`config.mk`:
```
export PLATFORM = sky130hd
export DESIGN_NAME = fetch_unit_flat
export DESIGN_NICKNAME = d
export VERILOG_FILES = /design/src/rtl/fetch_unit_if.sv /design/src/rtl/fetch_unit.sv /design/src/flat_wrapper.sv
export SDC_FILE = /design/constraint.sdc
export NUM_CORES = 1
export LEC_CHECK = 0
export CORE_ASPECT_RATIO = 2
export CORE_MARGIN = 2
export CORE_UTILIZATION = 45
export DETAILED_ROUTE_END_ITERATION = 16
export PLACE_DENSITY = 0.67
export SYNTH_ARGS = -nofsm -noshare
export SYNTH_HDL_FRONTEND = slang
export SYNTH_SLANG_ARGS = --single-unit
```
`constraint.sdc`:
```
create_clock -name clk -period 17.9 [get_ports clk]
set_input_delay 5.37 -clock clk [delete_from_list [all_inputs] [get_ports clk]]
set_output_delay 5.37 -clock clk [all_outputs]
set_load 0.05 [all_outputs]
```
`src/rtl/fetch_unit_if.sv`:
```
// Instruction-side bus bundle for the fetch unit: memory read port,
// redirect request from the back end, and the decoded-instruction stream.
interface fetch_unit_if;
    logic        redirect;
    logic [31:0] redirect_pc;
    logic [31:0] imem_addr;
    logic [3:0]  imem_rmask;
    logic [31:0] imem_rdata;
    logic        imem_resp;
    logic        out_valid;
    logic [31:0] out_inst;
    logic [31:0] out_pc;
    logic        out_ready;

    modport master (
        input  redirect, redirect_pc, imem_rdata, imem_resp, out_ready,
        output imem_addr, imem_rmask, out_valid, out_inst, out_pc
    );

    modport slave (
        output redirect, redirect_pc, imem_rdata, imem_resp, out_ready,
        input  imem_addr, imem_rmask, out_valid, out_inst, out_pc
    );
endinterface

```
`src/rtl/fetch_unit.sv`:
```
// Instruction fetch unit: owns the fetch PC, keeps at most one word read
// outstanding on the instruction port, and queues returned instructions with
// their PCs toward decode. Redirects flush the queue and any response that
// belongs to the old path is thrown away.
module fetch_unit #(
    parameter logic [31:0] RESET_PC = 32'h1eceb000,
    parameter int          QDEPTH   = 4
) (
    input  logic         clk,
    input  logic         rst,
    fetch_unit_if.master bus
);
    localparam int PW = $clog2(QDEPTH);
    localparam logic [PW:0] DEPTH_L = (PW + 1)'(QDEPTH);

    typedef enum logic [1:0] {
        IDLE,
        WAIT,
        DISCARD
    } state_t;

    state_t        state;
    logic [31:0]   fetch_pc;
    logic [31:0]   inflight_pc;

    logic [31:0]   inst_q [QDEPTH];
    logic [31:0]   pc_q   [QDEPTH];
    logic [PW-1:0] wr_ptr;
    logic [PW-1:0] rd_ptr;
    logic [PW:0]   count;

    logic          push;
    logic          pop;
    logic [PW:0]   count_next;
    logic          issue;
    logic [31:0]   issue_addr;

    // Decide this cycle's queue movement and whether a new read can go out;
    // a redirect empties the queue, so it always leaves room for the target.
    always_comb begin
        push       = bus.imem_resp && (state == WAIT) && !bus.redirect;
        pop        = (count != '0) && bus.out_ready && !bus.redirect;
        count_next = count;
        if (bus.redirect) begin
            count_next = '0;
        end else begin
            count_next = count + (PW + 1)'(push) - (PW + 1)'(pop);
        end
        issue_addr = bus.redirect ? bus.redirect_pc : fetch_pc;
        issue      = !rst && ((state == IDLE) || bus.imem_resp) && (count_next < DEPTH_L);
    end

    assign bus.imem_rmask = issue ? 4'b1111 : 4'b0000;
    assign bus.imem_addr  = issue ? issue_addr : fetch_pc;
    assign bus.out_valid  = (count != '0);
    assign bus.out_inst   = inst_q[rd_ptr];
    assign bus.out_pc     = pc_q[rd_ptr];

    // Request tracking: next fetch address and whether the outstanding read is kept or dropped.
    always_ff @(posedge clk) begin
        if (rst) begin
            state       <= IDLE;
            fetch_pc    <= RESET_PC;
            inflight_pc <= '0;
        end else if (issue) begin
            state       <= WAIT;
            inflight_pc <= issue_addr;
            fetch_pc    <= issue_addr + 32'd4;
        end else begin
            if (bus.redirect) begin
                fetch_pc <= bus.redirect_pc;
            end
            if (state != IDLE) begin
                if (bus.imem_resp) begin
                    state <= IDLE;
                end else if (bus.redirect) begin
                    state <= DISCARD;
                end
            end
        end
    end

    // Instruction queue: circular buffer of (instruction, pc), flushed on redirect.
    always_ff @(posedge clk) begin
        if (rst) begin
            wr_ptr <= '0;
            rd_ptr <= '0;
            count  <= '0;
            for (int i = 0; i < QDEPTH; i++) begin
                inst_q[i] <= '0;
                pc_q[i]   <= '0;
            end
        end else if (bus.redirect) begin
            wr_ptr <= '0;
            rd_ptr <= '0;
            count  <= '0;
        end else begin
            if (push) begin
                inst_q[wr_ptr] <= bus.imem_rdata;
                pc_q[wr_ptr]   <= inflight_pc;
                wr_ptr         <= wr_ptr + PW'(1);
            end
            if (pop) begin
                rd_ptr <= rd_ptr + PW'(1);
            end
            count <= count_next;
        end
    end
endmodule
```
`src/flat_wrapper.sv`:
```
// flat-port wrapper written by rule: the top's interface ports become plain ports
module fetch_unit_flat 
#(
    parameter logic [31:0] RESET_PC = 32'h1eceb000,
    parameter int          QDEPTH   = 4
)
  (clk, rst, bus_redirect, bus_redirect_pc, bus_imem_rdata, bus_imem_resp, bus_out_ready, bus_imem_addr, bus_imem_rmask, bus_out_valid, bus_out_inst, bus_out_pc);
  fetch_unit_if bus_i ();
  input  logic clk;
  input  logic rst;
  input wire logic [$bits(bus_i.redirect)-1:0] bus_redirect;
  input wire logic [$bits(bus_i.redirect_pc)-1:0] bus_redirect_pc;
  input wire logic [$bits(bus_i.imem_rdata)-1:0] bus_imem_rdata;
  input wire logic [$bits(bus_i.imem_resp)-1:0] bus_imem_resp;
  input wire logic [$bits(bus_i.out_ready)-1:0] bus_out_ready;
  output wire logic [$bits(bus_i.imem_addr)-1:0] bus_imem_addr;
  output wire logic [$bits(bus_i.imem_rmask)-1:0] bus_imem_rmask;
  output wire logic [$bits(bus_i.out_valid)-1:0] bus_out_valid;
  output wire logic [$bits(bus_i.out_inst)-1:0] bus_out_inst;
  output wire logic [$bits(bus_i.out_pc)-1:0] bus_out_pc;
  assign bus_i.redirect = bus_redirect;
  assign bus_i.redirect_pc = bus_redirect_pc;
  assign bus_i.imem_rdata = bus_imem_rdata;
  assign bus_i.imem_resp = bus_imem_resp;
  assign bus_i.out_ready = bus_out_ready;
  assign bus_imem_addr = bus_i.imem_addr;
  assign bus_imem_rmask = bus_i.imem_rmask;
  assign bus_out_valid = bus_i.out_valid;
  assign bus_out_inst = bus_i.out_inst;
  assign bus_out_pc = bus_i.out_pc;
  fetch_unit #(.RESET_PC(RESET_PC), .QDEPTH(QDEPTH)) u_core (.clk(clk), .rst(rst), .bus(bus_i));
endmodule
```
==> flow_summary_export.csv, run 1 <==
group,metric,value,unit
yosys,synth_edf_count,256,
die,dieHeight,260,um
clocking,ctsRootBufferMaster,"clkbuf_16",
routing,drtIter0Drc,527,
worst_hold_path,hp-start,"u_core.inflight_pc[16]",
clocking,cts.reportedPaths.clkPinSlew,0.07,ns
run_status,status,"completed",
global_route,grt_pass1_vias,9817,
pwr,ir_worst_vdd,0.0670,mV
worst_hold_path,worst_hold_path.num_cells,2,
yosys,avgSynthCellArea,12.9,sq um
yosys,async_reset_ff_share,0,%
place,gp_congestion,0.799,
timing,setup_viol,0,
critical_path,crit_family,"buffers and inverters",
worst_hold_path,min_delay_worst_endpoint,"u_core.inflight_pc[16]",
yosys,synth.top_cells.by_area,"edfxtp_1 (52%), dfxtp_1 (10%), mux4_2 (9.8%), nor2_1 (6.2%), nand2_1 (2.2%)",
place,dp_hpwl,20.2,mm
final_layout,design_area,17600,sq um
critical_path,cp_cell_sequence,"clkdlybuf4s50_1 > and3b_1 > ha_1 > inv_1 > ha_1 > fa_1 > xor3_1 > o221ai_1 > inv_2 > nor2_1 > a21oi_1 > clkdlybuf4s50_1",
pwr,clkPwrFrac,36.5,%
critical_path,r2r-end,"u_core.fetch_pc[29]",
yosys,yosysSeqAreaShare,62.5,%
final_layout,area_growth,19.9,%
pwr,p_per_area,97.9,nW/um^2
yosys,synth_warnings,0,
final_layout,multi_input_area,4870,sq um
clocking,clock_tree.buffer_depth,3,
critical_path,cp.required,12.53,ns
critical_path,critical_path_class,"in -> out",
routing,via_count,9229,
die,core,32200,sq um
yosys,synth.distinct_cells,64,
clocking,cts_setup_buffers,0,
global_route,grt_max_degree,77,
final_layout,drive_above_1_share,13.8,%
die,die-area,34200,sq um
clocking,hold_buffers,0,
critical_path,cp.arrival,8.79,ns
die,rows,93,
critical_path,rr_worst_depth,13,
place,placed_cell_area,16700,sq um
die,ios,170,
timing,maxSlewHeadroom,27.8,%
die,floorplan.initialDensity,45.6,%
yosys,synth_ff_type,"edfxtp_1",
global_route,overflow,0,
final_layout,nFillCells,2822,
yosys,ys_ff_latch,331,
final_layout,regArea,9200,sq um
clocking,clock_latency,0.55,ns
routing,wl_per_cell,19.6,um
routing,dr.pass1.iters,7,
critical_path,critical-path-max-stage-delay,0.82,ns
critical_path,critPathSlowestCell,"clkdlybuf4s50_1",
global_route,track_usage,19.7,%
pwr,p_sw_share,24.7,%
clocking,cts.sinks,331,
critical_path,worstPathBufferInverterCount,4,
critical_path,cp-end-kind,"output pin",
worst_hold_path,hold_path_class,"reg -> reg",
place,numPortBuffers,169,
routing,drc,0,
timing,finalMaxSlewViolations,0,
clocking,cts_buffers,30,
pwr,intPower,1300,uW
clocking,cts_tree,"done",
yosys,yosysTopAreaCellShare,52.2,%
timing,finalCriticalPeriod,14.16,ns
critical_path,cp-start-kind,"primary input",
pwr,cellLeakagePower,0.00661,uW
routing,viasPerCell,5.34,
timing,clock_skew,0.00952,ns
yosys,syn_inst,1141,
timing,min_period_over_period,79.1,%
final_layout,diodes,0,
yosys,synth_top_cell_by_area,"edfxtp_1",
critical_path,rr_startpoint,"u_core.count[1]",
critical_path,worst-path-max-fanout,28,
global_route,grt_pass1_wl,52.6,mm
clocking,htreeDepth,1,
timing,fmax,70.6,MHz
timing,tightest_slew,1.08,ns
run,maxCapViolCount,0,
die,fp.dieW,132,um
critical_path,startpoint,"bus_out_ready",
pwr,comb_power_share,12.5,%
final_layout,final_nets,1349,
timing,hold_viol,0,
routing,postRouteWirelength,33.9,mm
yosys,syn_nets,1214,
timing,rsz0062_at_grt,"no",
yosys,synthesis.area,14700,sq um
critical_path,reg2reg_slack,13.07,ns
global_route,antenna_found_initial,0,
clocking,cts_resized,0,
pwr,power_frac_seq,51.0,%
pwr,p_switching,426,uW
timing,fin_setup_tns,0,ns
routing,ant_nets,0,
-- cell type report --
| cell class | count | share of cell area [%] |
|---|---|---|
| flip-flops and latches | 331 | 52.1 |
| multi-input cells | 657 | 27.6 |
| repair buffers | 180 | 10.0 |
| clock buffers | 48 | 5.33 |
| well taps | 427 | 3.03 |
| inverters | 76 | 1.62 |
| clock inverters | 8 | 0.241 |
-- metal layers --
metal  up-vias  share of wire (%)  track usage, %
li1       4360                  -               -
met1      4553                 38            21.9
met2       248                 55            37.7
met3        68                4.0            2.24
met4         0                3.9            8.54
met5         -                  0               0
-- cell families after synthesis --
kind of cell	after synthesis	synth area share [%]
DFF	331	62.5
AOI/OAI and AO/OA	105	5.11
and+or+nand+nor	415	12.6
xor gates and xnor gates	17	1.11
muxes	116	13.6
buffers and inverters	153	4.69
adders and majority gates	4	0.391
-- metrics by stage --
step	instances	power, uW	hold slack, ns	utilization, %	worst slack [ns]
after CTS	1727	1740	0.502	54.7	3.71
after detailed placement	1671	1110	0.493	51.7	3.72
after floorplan	1141	1040	0.474	-	3.80
final	1727	1730	0.501	54.7	3.74
after global placement	1671	1110	0.491	51.7	3.79
after global routing	1727	1790	0.524	54.7	3.50
-- registers in the layout, summed over array words and instances (netlist names), named ones only --
register	flops
u_core.inst_q	128
u_core.pc_q	128
u_core.fetch_pc	32
u_core.inflight_pc	32
u_core.count	3
u_core.rd_ptr	2
u_core.state	2
u_core.wr_ptr	2
-- placed cells by master (no fill, tap or decap), drive strengths merged, types with 2 or more instances in the layout --
master | Yosys | layout
nand3b | 10 | 10
nand2 | 88 | 88
xnor2 | 14 | 14
a32o | 2 | 2
a22oi | 5 | 5
o21ai | 21 | 21
ha | 3 | 3
nor3 | 22 | 22
nand4 | 9 | 9
clkdlybuf4s50 | 0 | 167
xor2 | 2 | 2
a31o | 2 | 2
nor2b | 3 | 3
nand3 | 18 | 18
a32oi | 2 | 2
or2 | 2 | 2
nor4 | 5 | 5
mux2 | 22 | 22
o21a | 10 | 10
o31a | 5 | 5
buf | 38 | 13
a211oi | 23 | 23
o31ai | 2 | 2
inv | 76 | 81
nand4b | 2 | 2
edfxtp | 256 | 256
or3 | 3 | 3
clkbuf | 39 | 48
a21o | 2 | 2
mux2i | 30 | 30
dfxtp | 75 | 75
clkinv | 0 | 3
and2 | 4 | 4
nor2 | 244 | 244
mux4 | 64 | 64
a21oi | 25 | 25
-- synth_stat cells (all sizes together), types with 4 or more instances --
cell,number
a21oi,25
nor3,22
buf,38
nor4,5
inv,76
mux2i,30
nor2,244
clkbuf,39
xnor2,14
nand3b,10
o21ai,21
o21a,10
a22oi,5
nand4,9
mux4,64
and2,4
o31a,5
nand2,88
mux2,22
a211oi,23
nand3,18
dfxtp,75
edfxtp,256
-- worst max path at each step --
| stage | slack [ns] | endpoint | cells after the start |
|---|---|---|---|
| after floorplan | 3.80 | bus_imem_addr[17] | 15 |
| after global placement | 3.79 | bus_imem_addr[2] | 12 |
| after detailed placement | 3.72 | bus_imem_addr[24] | 12 |
| after CTS | 3.71 | bus_imem_addr[17] | 12 |
| after global routing | 3.50 | bus_imem_addr[2] | 11 |
| final | 3.74 | bus_imem_addr[17] | 12 |
-- power groups by stage --
stage	clock network [uW]	registers, uW	logic [uW]
2_1_floorplan	0	892	146
3_3_place_gp	0	895	217
3_5_place_dp	0	897	218
4_1_cts	645	880	219
5_1_grt	675	883	229
6_report	631	880	216
-- tightest hold or removal path, cell delays in order (launching register included) --
cell and delay (ns):
dfxtp_1 0.31, nor2_1 0.09, a211oi_1 0.05
Power figures use the tool's default switching activity.
==> run 2, diff against run 1 <==
Settings changed: PLACE_DENSITY 0.67 to 0.7.
Clock period 17.9 ns to 12.4 ns, I/O delays scaled along.
==> run 2 against run 1 <==
Net effect:
- wire length about the same
- final cell count about the same
- total power up 44%
- design area about the same
- global-route usage about the same
- sequential cell count unchanged
==> flow_summary_export.csv, run 2 (same netlist as run 1, synthesis figures left out) <==
group,metric,value,unit
run_status,status,"completed",
timing,hold_viol,0,
pwr,ir_worst_vdd,0.112,mV
pwr,p_per_area,141,nW/um^2
clocking,clock_latency,0.56,ns
clocking,clock_tree.buffer_depth,3,
critical_path,worstPathBufferInverterCount,4,
routing,dr.pass1.iters,5,
pwr,p_switching,627,uW
clocking,cts.sinks,331,
final_layout,mostFrequentLayoutCell,"edfxtp_1",
global_route,grt_pass1_wl,52.6,mm
pwr,power_frac_seq,51.0,%
die,die-area,34200,sq um
routing,postRouteWirelength,33.9,mm
final_layout,utilization,54.7,%
timing,fmax,90.0,MHz
clocking,cts_tree,"done",
final_layout,final_nets,1350,
global_route,overflow,0,
clocking,cts.reportedPaths.clkPinSlew,0.07,ns
clocking,ctsRootBufferMaster,"clkbuf_16",
pwr,comb_power_share,12.5,%
timing,maxSlewHeadroom,28.5,%
timing,fin_setup_tns,0,ns
die,rows,93,
routing,routed.top_layer,"met4",
routing,wl_met3,1.46,mm
critical_path,cp-start-kind,"primary input",
timing,holdWs,0.502,ns
place,numPortBuffers,169,
place,placed_cell_area,16700,sq um
final_layout,area_growth,19.8,%
place,gp_congestion,0.838,
die,dieHeight,260,um
critical_path,cp-end-kind,"output pin",
critical_path,critPathSlowestCell,"clkdlybuf4s50_1",
timing,finalMaxSlewViolations,0,
pwr,intPower,1860,uW
run,maxCapViolCount,0,
critical_path,cp.arrival,7.40,ns
routing,drtIter0Drc,469,
critical_path,cp.required,8.68,ns
pwr,p_sw_share,25.2,%
routing,ant_nets,0,
timing,tightest_slew,1.07,ns
timing,rsz0062_at_grt,"no",
die,floorplan.initialDensity,45.6,%
place,dp_hpwl,20.0,mm
timing,clock_skew,0.0144,ns
critical_path,critical-path-max-stage-delay,0.83,ns
routing,wl_per_cell,19.6,um
clocking,htreeDepth,1,
global_route,track_usage,19.8,%
pwr,clkPwrFrac,36.4,%
routing,wl_met1,12.8,mm
timing,min_period_over_period,89.7,%
pwr,p_total,2490,uW
timing,setup_viol,0,
worst_hold_path,hold_path_class,"reg -> reg",
clocking,cts_resized,0,
critical_path,cp_cell_sequence,"clkdlybuf4s50_1 > and3b_1 > ha_1 > inv_1 > ha_1 > fa_1 > xor3_1 > o221ai_1 > inv_2 > nor2_1 > a21oi_1 > clkdlybuf4s50_1",
final_layout,diodes,0,
critical_path,critical_path_class,"in -> out",
timing,finalCriticalPeriod,11.12,ns
global_route,grt_max_degree,65,
final_layout,design_area,17600,sq um
die,fp.dieW,132,um
final_layout,final_cell_mix,"edfxtp_1 (256), nor2_1 (244), clkdlybuf4s50_1 (166)",
clocking,cts_buffers,29,
clocking,cts_setup_buffers,0,
pwr,cellLeakagePower,0.00659,uW
routing,via_count,9300,
clocking,hold_buffers,0,
routing,dr_wl_met2,18.4,mm
final_layout,reg_top3,"u_core.inst_q: 128 flops, u_core.pc_q: 128 flops",
routing,drc,0,
critical_path,crit_family,"buffers and inverters",
die,ios,170,
routing,viasPerCell,5.39,
final_layout,drive_above_1_share,14.5,%
global_route,antenna_found_initial,0,
global_route,grt_pass1_vias,9539,
die,core,32200,sq um
critical_path,worst-path-max-fanout,49,
## run 2: changes by cell type in the layout (fill, tap and decap cells not counted), moves of 3 or more
cell	previous run	this run
clkbuf_4	0	3
clkinvlp_4	0	4
clkinv_2	2	8
clkbuf_1	8	2
clkbuf_8	8	3
buf_4	11	14
inv_1	79	75
## run 2: worst min-delay path, cell delays in order, from the launching register on
cell	delay (ns)
dfxtp_1	0.31
nor2_1	0.09
a211oi_1	0.05
## run 2: path summary, 6_finish.rpt
path                            cells past startpoint               endpoint             startpoint  slack (ns)
worst max-delay path                               12      bus_imem_addr[27]          bus_out_ready        1.28
worst max register to register                     13    u_core.fetch_pc[23]        u_core.count[1]        7.83
worst min register to register                      2  u_core.inflight_pc[8]  u_core.inflight_pc[8]        0.50
worst min-delay path                                2  u_core.inflight_pc[8]  u_core.inflight_pc[8]        0.50
## run 2: metrics by stage
step / worst slack, ns / instances
finish: 1.28 / 1726
global placement: 1.35 / 1673
floorplan: 1.60 / 1141
global route: 1.06 / 1726
detailed placement: 1.30 / 1673
CTS: 1.28 / 1726
## run 2: layer usage
metal  track usage (%)  vias up
met1              22.4     4617
met5                 0        -
met4              7.76        0
li1                  -     4375
met2              37.7      246
met3              2.12       62
## run 2: final cells by class
| class | count | area, sq um |
|---|---|---|
| clock buffers | 39 | 847 |
| clock inverters | 14 | 109 |
| fillers | 2718 | 14600 |
| inverters | 76 | 285 |
| multi-input cells | 657 | 4870 |
| flip-flops and latches | 331 | 9200 |
| well taps | 427 | 534 |
| repair buffers | 182 | 1780 |
## run 2: power by group through the flow
stage               clock (uW)  combinational [uW]  sequential (uW)
global placement             0                 313             1290
floorplan                    0                 210             1290
finish                     907                 312             1270
global route               965                 330             1270
CTS                        923                 316             1270
detailed placement           0                 315             1290
